<file path="src/rtl/dense_layer_sequencer.sv">
// Sequencer for one fully-connected layer: per output neuron it loads the bias,
// multiply-accumulates IN_DATA_NUM activation/weight pairs, then writes f(acc).
module dense_layer_sequencer #(
  parameter int DATA_WIDTH   = 32,
  parameter int IN_DATA_NUM  = 8,
  parameter int OUT_DATA_NUM = 4,
  parameter int FRAC_BITS    = 8,
  parameter int RELU         = 1,
  localparam int IA_W = $clog2(IN_DATA_NUM),
  localparam int WA_W = $clog2(IN_DATA_NUM * OUT_DATA_NUM),
  localparam int BA_W = (OUT_DATA_NUM > 1) ? $clog2(OUT_DATA_NUM) : 1
) (
  input  logic                  clk,
  input  logic                  rst_n,
  input  logic                  start,
  output logic                  done,
  output logic                  busy,
  output logic [IA_W-1:0]       in_adr,
  input  logic [DATA_WIDTH-1:0] in_data,
  output logic [WA_W-1:0]       w_adr,
  input  logic [DATA_WIDTH-1:0] w_data,
  output logic [BA_W-1:0]       b_adr,
  input  logic [DATA_WIDTH-1:0] b_data,
  output logic [BA_W-1:0]       out_adr,
  output logic [DATA_WIDTH-1:0] out_data,
  output logic                  out_wr
);

  localparam int PROD_W = 2 * DATA_WIDTH;
  localparam int ACC_W  = 2 * DATA_WIDTH + $clog2(IN_DATA_NUM) + 1;
  localparam logic signed [ACC_W-1:0] MAX_V = {{(ACC_W-DATA_WIDTH+1){1'b0}}, {(DATA_WIDTH-1){1'b1}}};
  localparam logic signed [ACC_W-1:0] MIN_V = {{(ACC_W-DATA_WIDTH+1){1'b1}}, {(DATA_WIDTH-1){1'b0}}};

  typedef enum logic [2:0] {
    IDLE      = 3'd0,
    LOAD_BIAS = 3'd1,
    MAC       = 3'd2,
    DRAIN     = 3'd3,
    WRITE     = 3'd4,
    DONE      = 3'd5
  } state_t;

  state_t                    state;
  logic [BA_W-1:0]           outIdx;
  logic [IA_W-1:0]           inIdx;
  logic signed [ACC_W-1:0]   acc;
  logic signed [PROD_W-1:0]  prod;
  logic                      prodValid;
  logic signed [ACC_W-1:0]   prodExt;
  logic signed [ACC_W-1:0]   accSum;

  assign prodExt = {{(ACC_W-PROD_W){prod[PROD_W-1]}}, prod};
  assign accSum  = acc + prodExt;

  // Rescale, saturate to the data range, then optionally clamp negatives.
  function automatic logic [DATA_WIDTH-1:0] activate(input logic signed [ACC_W-1:0] a);
    logic signed [ACC_W-1:0] s;
    logic [DATA_WIDTH-1:0]   r;
    s = a >>> FRAC_BITS;
    if (s > MAX_V) begin
      r = {1'b0, {(DATA_WIDTH-1){1'b1}}};
    end else if (s < MIN_V) begin
      r = {1'b1, {(DATA_WIDTH-1){1'b0}}};
    end else begin
      r = s[DATA_WIDTH-1:0];
    end
    if ((RELU != 0) && r[DATA_WIDTH-1]) begin
      r = '0;
    end else begin
      r = r;
    end
    return r;
  endfunction

  function automatic logic [WA_W-1:0] weightAddr(input logic [BA_W-1:0] o, input logic [IA_W-1:0] i);
    return WA_W'(o) * WA_W'(IN_DATA_NUM) + WA_W'(i);
  endfunction

  // Sequencer FSM; every output is registered so it lines up with the state it belongs to.
  always_ff @(posedge clk or negedge rst_n) begin
    if (!rst_n) begin
      state     <= IDLE;
      outIdx    <= '0;
      inIdx     <= '0;
      acc       <= '0;
      prod      <= '0;
      prodValid <= 1'b0;
      done      <= 1'b0;
      busy      <= 1'b0;
      in_adr    <= '0;
      w_adr     <= '0;
      b_adr     <= '0;
      out_adr   <= '0;
      out_data  <= '0;
      out_wr    <= 1'b0;
    end else begin
      done     <= 1'b0;
      out_wr   <= 1'b0;
      out_adr  <= '0;
      out_data <= '0;
      in_adr   <= '0;
      w_adr    <= '0;
      b_adr    <= '0;
      case (state)
        IDLE: begin
          if (start) begin
            state  <= LOAD_BIAS;
            outIdx <= '0;
            busy   <= 1'b1;
          end else begin
            busy   <= 1'b0;
          end
        end
        LOAD_BIAS: begin
          acc       <= $signed({{(ACC_W-DATA_WIDTH){b_data[DATA_WIDTH-1]}}, b_data}) <<< FRAC_BITS;
          inIdx     <= '0;
          prodValid <= 1'b0;
          in_adr    <= '0;
          w_adr     <= weightAddr(outIdx, IA_W'(0));
          state     <= MAC;
        end
        MAC: begin
          prod      <= $signed({{DATA_WIDTH{in_data[DATA_WIDTH-1]}}, in_data})
                     * $signed({{DATA_WIDTH{w_data[DATA_WIDTH-1]}}, w_data});
          prodValid <= 1'b1;
          if (prodValid) begin
            acc <= accSum;
          end else begin
            acc <= acc;
          end
          if (inIdx == IA_W'(IN_DATA_NUM - 1)) begin
            state <= DRAIN;
          end else begin
            inIdx  <= inIdx + IA_W'(1);
            in_adr <= inIdx + IA_W'(1);
            w_adr  <= weightAddr(outIdx, inIdx + IA_W'(1));
          end
        end
        DRAIN: begin
          // The last product lands here, so the written value uses the summed accumulator.
          acc       <= accSum;
          prodValid <= 1'b0;
          out_wr    <= 1'b1;
          out_adr   <= outIdx;
          out_data  <= activate(accSum);
          state     <= WRITE;
        end
        WRITE: begin
          if (outIdx == BA_W'(OUT_DATA_NUM - 1)) begin
            done  <= 1'b1;
            state <= DONE;
          end else begin
            outIdx <= outIdx + BA_W'(1);
            b_adr  <= outIdx + BA_W'(1);
            state  <= LOAD_BIAS;
          end
        end
        DONE: begin
          busy   <= 1'b0;
          outIdx <= '0;
          inIdx  <= '0;
          state  <= IDLE;
        end
        default: begin
          busy  <= 1'b0;
          state <= IDLE;
        end
      endcase
    end
  end

endmodule
</file>
<file path="config.mk">
export PLATFORM = sky130hd
export DESIGN_NAME = dense_layer_sequencer
export DESIGN_NICKNAME = d
export VERILOG_FILES = /design/src/rtl/dense_layer_sequencer.sv
export SDC_FILE = /design/constraint.sdc
export NUM_CORES = 2
export LEC_CHECK = 0
export ABC_CLOCK_PERIOD_IN_PS = 11900
export BUFFER_PORTS_ARGS = -buffer_cell sky130_fd_sc_hd__buf_2
export CAP_MARGIN = 20
export CELL_PAD_IN_SITES_DETAIL_PLACEMENT = 1
export CELL_PAD_IN_SITES_GLOBAL_PLACEMENT = 2
export CORE_ASPECT_RATIO = 1.75
export CORE_MARGIN = 3
export CORE_UTILIZATION = 46
export CTS_CLUSTER_SIZE = 24
export DETAILED_ROUTE_END_ITERATION = 10
export PLACE_DENSITY_LB_ADDON = 0.1
export SYNTH_ARGS = -nofsm -noshare
export SYNTH_HDL_FRONTEND = slang
export SYNTH_SLANG_ARGS = --single-unit
</file>
<file path="constraint.sdc">
create_clock -name clk -period 11.9 [get_ports clk]
set_input_delay 1.19 -clock clk [delete_from_list [all_inputs] [get_ports clk]]
set_output_delay 1.19 -clock clk [all_outputs]
set_load 0.05 [all_outputs]
</file>
==> results.cfg <==
[outcome]
status = finished, final reports clean

[global_route]
antenna_found_initial = 5
overflow = 0
grt_pass1_wl_mm = 256
grt_pass1_vias = 42900
grt_max_degree = 75
grtUsageTotal_pct = 31.6

[synthesis]
syn_area_um2 = 47800
yosysWarnings = 0
async_flop_share_pct = 100
seq_area_frac_synth_pct = 9.79
synth_area_leader_cell = fa_1
syn_avg_cell_area_um2 = 9.16
yosysTopAreaCellShare_pct = 45.4
synthFlopType = dfrtp_1
synth_edf_count = 0
syn-instance-count = 5216
synthTopCellsByArea = fa_1 (45%), dfrtp_1 (9.8%), inv_1 (7.7%), and2_1 (7.0%), ha_1 (6.6%)
synth_fp_nets = 6652
synth_cell_type_count = 88
ys_ff_latch = 187

[clock_tree]
post_cts_buffers = 0
clk_latency_ns = 0.47
clock-sinks = 187
cts_made_buffers = 17
clk_pin_slew_worst_paths_ns = 0.08
clock_path_buffers = 2
hold_buffers = 0
cts_resized = 0
ctsRootBufferMaster = clkbuf_16
cts_htree_levels = 4
cts_tree = built

[critical_path]
cpMostUsedCell = fa_1
required_ns = 12.24
path_max_fanout = 32
crit_arrival_ns = 10.47
critPathKind = in2reg
startpoint_type = primary input
worst_path_largest_cell_delay_ns = 1.05
slowest_stage = fa_1
end_kind = flop

[route]
postRouteAntennaNets = 0
vias = 36800
wl_per_cell_um = 25.6
initialDrtViolationCount = 1764
dr.pass1.iters = 5
drcViolationCount = 0
routed_via_density = 5.65
drt_wl_total_mm = 167

[placed_design]
dpl.hpwl_mm = 133
io_buffers = 144
globalplace.congestion = 0.895

[timing]
skew_ns = 0.00899
relSlewSlack_pct = 22.0
report.final.slew_viol_count = 0
finalSetupTns_ns = 0
max_freq_mhz = 98.7
rsz0062_at_grt = false
setup_viol = 0
hold_viol = 0
period_needed_ns = 10.13
tightest_slew_ns = 1.17
fin_crit_sh_pct = 85.2

[cells_and_area]
syn2layout_area_growth_pct = 4.90
drive_gt1_share_pct = 5.40
nets = 6590

[die]
start_util_pct = 46.6
rows = 155
die_h_um = 432
die_area_um2 = 108000
coreArea_um2 = 103000
num_io_pins = 146
fp.dieW_um = 250

[hold_path]
hold_class = reg2reg

[flow_run]
cap_violations = 0
[cell usage after synthesis (10+ instances only)]
| library cell | n |
|---|---|
| a21oi_2 | 10 |
| nand3_1 | 39 |
| or3_1 | 10 |
| a31oi_1 | 13 |
| o21bai_1 | 27 |
| a21oi_1 | 226 |
| fa_1 | 1083 |
| a221o_1 | 16 |
| nand2_1 | 685 |
| o21ai_0 | 201 |
| inv_1 | 986 |
| nand2b_1 | 24 |
| o21a_1 | 13 |
| dfrtp_1 | 187 |
| xnor2_1 | 72 |
| nor3_1 | 29 |
| xor2_1 | 57 |
| o31ai_1 | 13 |
| a21o_1 | 59 |
| o22ai_1 | 29 |
| nor2_1 | 134 |
| and2_1 | 535 |
| a211oi_1 | 16 |
| o211ai_1 | 13 |
| nor2b_1 | 12 |
| clkbuf_1 | 264 |
| nand4_1 | 27 |
| and3_1 | 19 |
| ha_1 | 254 |
[routing by layer]
metal  GRT usage [%]  wire length (µm)  up-vias
met5               0                 0        -
met4            19.5             12500        0
met3            3.35              6590      489
met2            59.8             89800     1041
met1            33.4             57700    19400
li1                -                 -    15800
[kinds of logic after synthesis]
family	after synthesis	synth area share [%]
xor+xnor	129	2.36
simple gates	1557	16.1
mux	9	0.199
flops	187	9.79
buf+inv	1276	10.1
other cells	1	0.00785
fa+ha+maj	1337	52.0
compound gates	720	9.36
[area by class of cell]
| type | instances | area (µm²) |
|---|---|---|
| Fill cell | 11900 | 52500 |
| Multi-Input combinational cell | 3753 | 38300 |
| Sequential cell | 187 | 4680 |
| Inverter | 987 | 3700 |
| Tap cell | 1334 | 1670 |
| Timing Repair Buffer | 208 | 1210 |
| Clock buffer | 17 | 425 |
| Clock inverter | 15 | 149 |
| Antenna cell | 4 | 10.0 |
[placed cells by master (no fill, tap or decap), types with 13 or more instances in the layout]
master        n
a21oi_1     226
a211oi_1     16
dfrtp_1     187
and3_1       19
nor2_1      133
a21o_1       59
clkbuf_16    17
a221o_1      16
xnor2_1      72
o21a_1       13
fa_1       1083
o21bai_1     27
buf_4        64
o21ai_0     200
xor2_1       57
nand2b_1     24
nand3_1      39
o211ai_1     13
buf_2       143
o31ai_1      13
ha_1        254
o22ai_1      29
nand2_1     684
nor3_1       29
inv_1       986
and2_1      535
nand4_1      27
a31oi_1      13
[path summary, 6_finish.rpt]
kind / from / to / slack (ns) / depth (start not counted)
setup / recovery: in_data[31] / prod[63] / 1.77 / 27
hold / removal: prod[50] / prod[50] / 0.48 / 2
max in group asynchronous: rst_n / prod[13] / 9.90 / 2
min in group asynchronous: rst_n / acc[61] / 0.68 / 1
setup reg to reg: acc[16] / out_data[8] / 6.89 / 13
hold reg to reg: prod[50] / prod[50] / 0.48 / 2
[per-stage QoR]
step	instances	worst slack [ns]	area, µm²	util (%)	hold WS (ns)
finish	6505	1.77	50100	48.9	0.485
global route	6503	1.31	50100	48.9	0.523
CTS	6501	1.78	50100	48.9	0.491
detailed placement	6469	1.27	49600	48.3	0.473
global placement	6468	1.43	49500	48.3	0.461
floorplan	5216	2.92	47800	-	0.443
[critical path: cells and delay by family]
family                   cells  cell delay (ns)
XOR/XNOR                     1             0.18
buffers and inverters        8             1.73
adder cells (fa/ha/maj)      9             4.86
AO/OA/AOI/OAI                6             1.94
AND/OR/NAND/NOR              3             0.55
[registers in the layout, indices dropped and copies added (netlist names)]
signal and cells:
acc 68, b_adr 2, busy 1, done 1, inIdx 3, in_adr 3
outIdx 2, out_adr 2, out_data 31, out_wr 1, prod 64, prodValid 1
state 3, w_adr 5
Power is left out: the tool's default activity adds up to more than one toggle a clock period on the data nets, which glitch-free logic cannot reach.
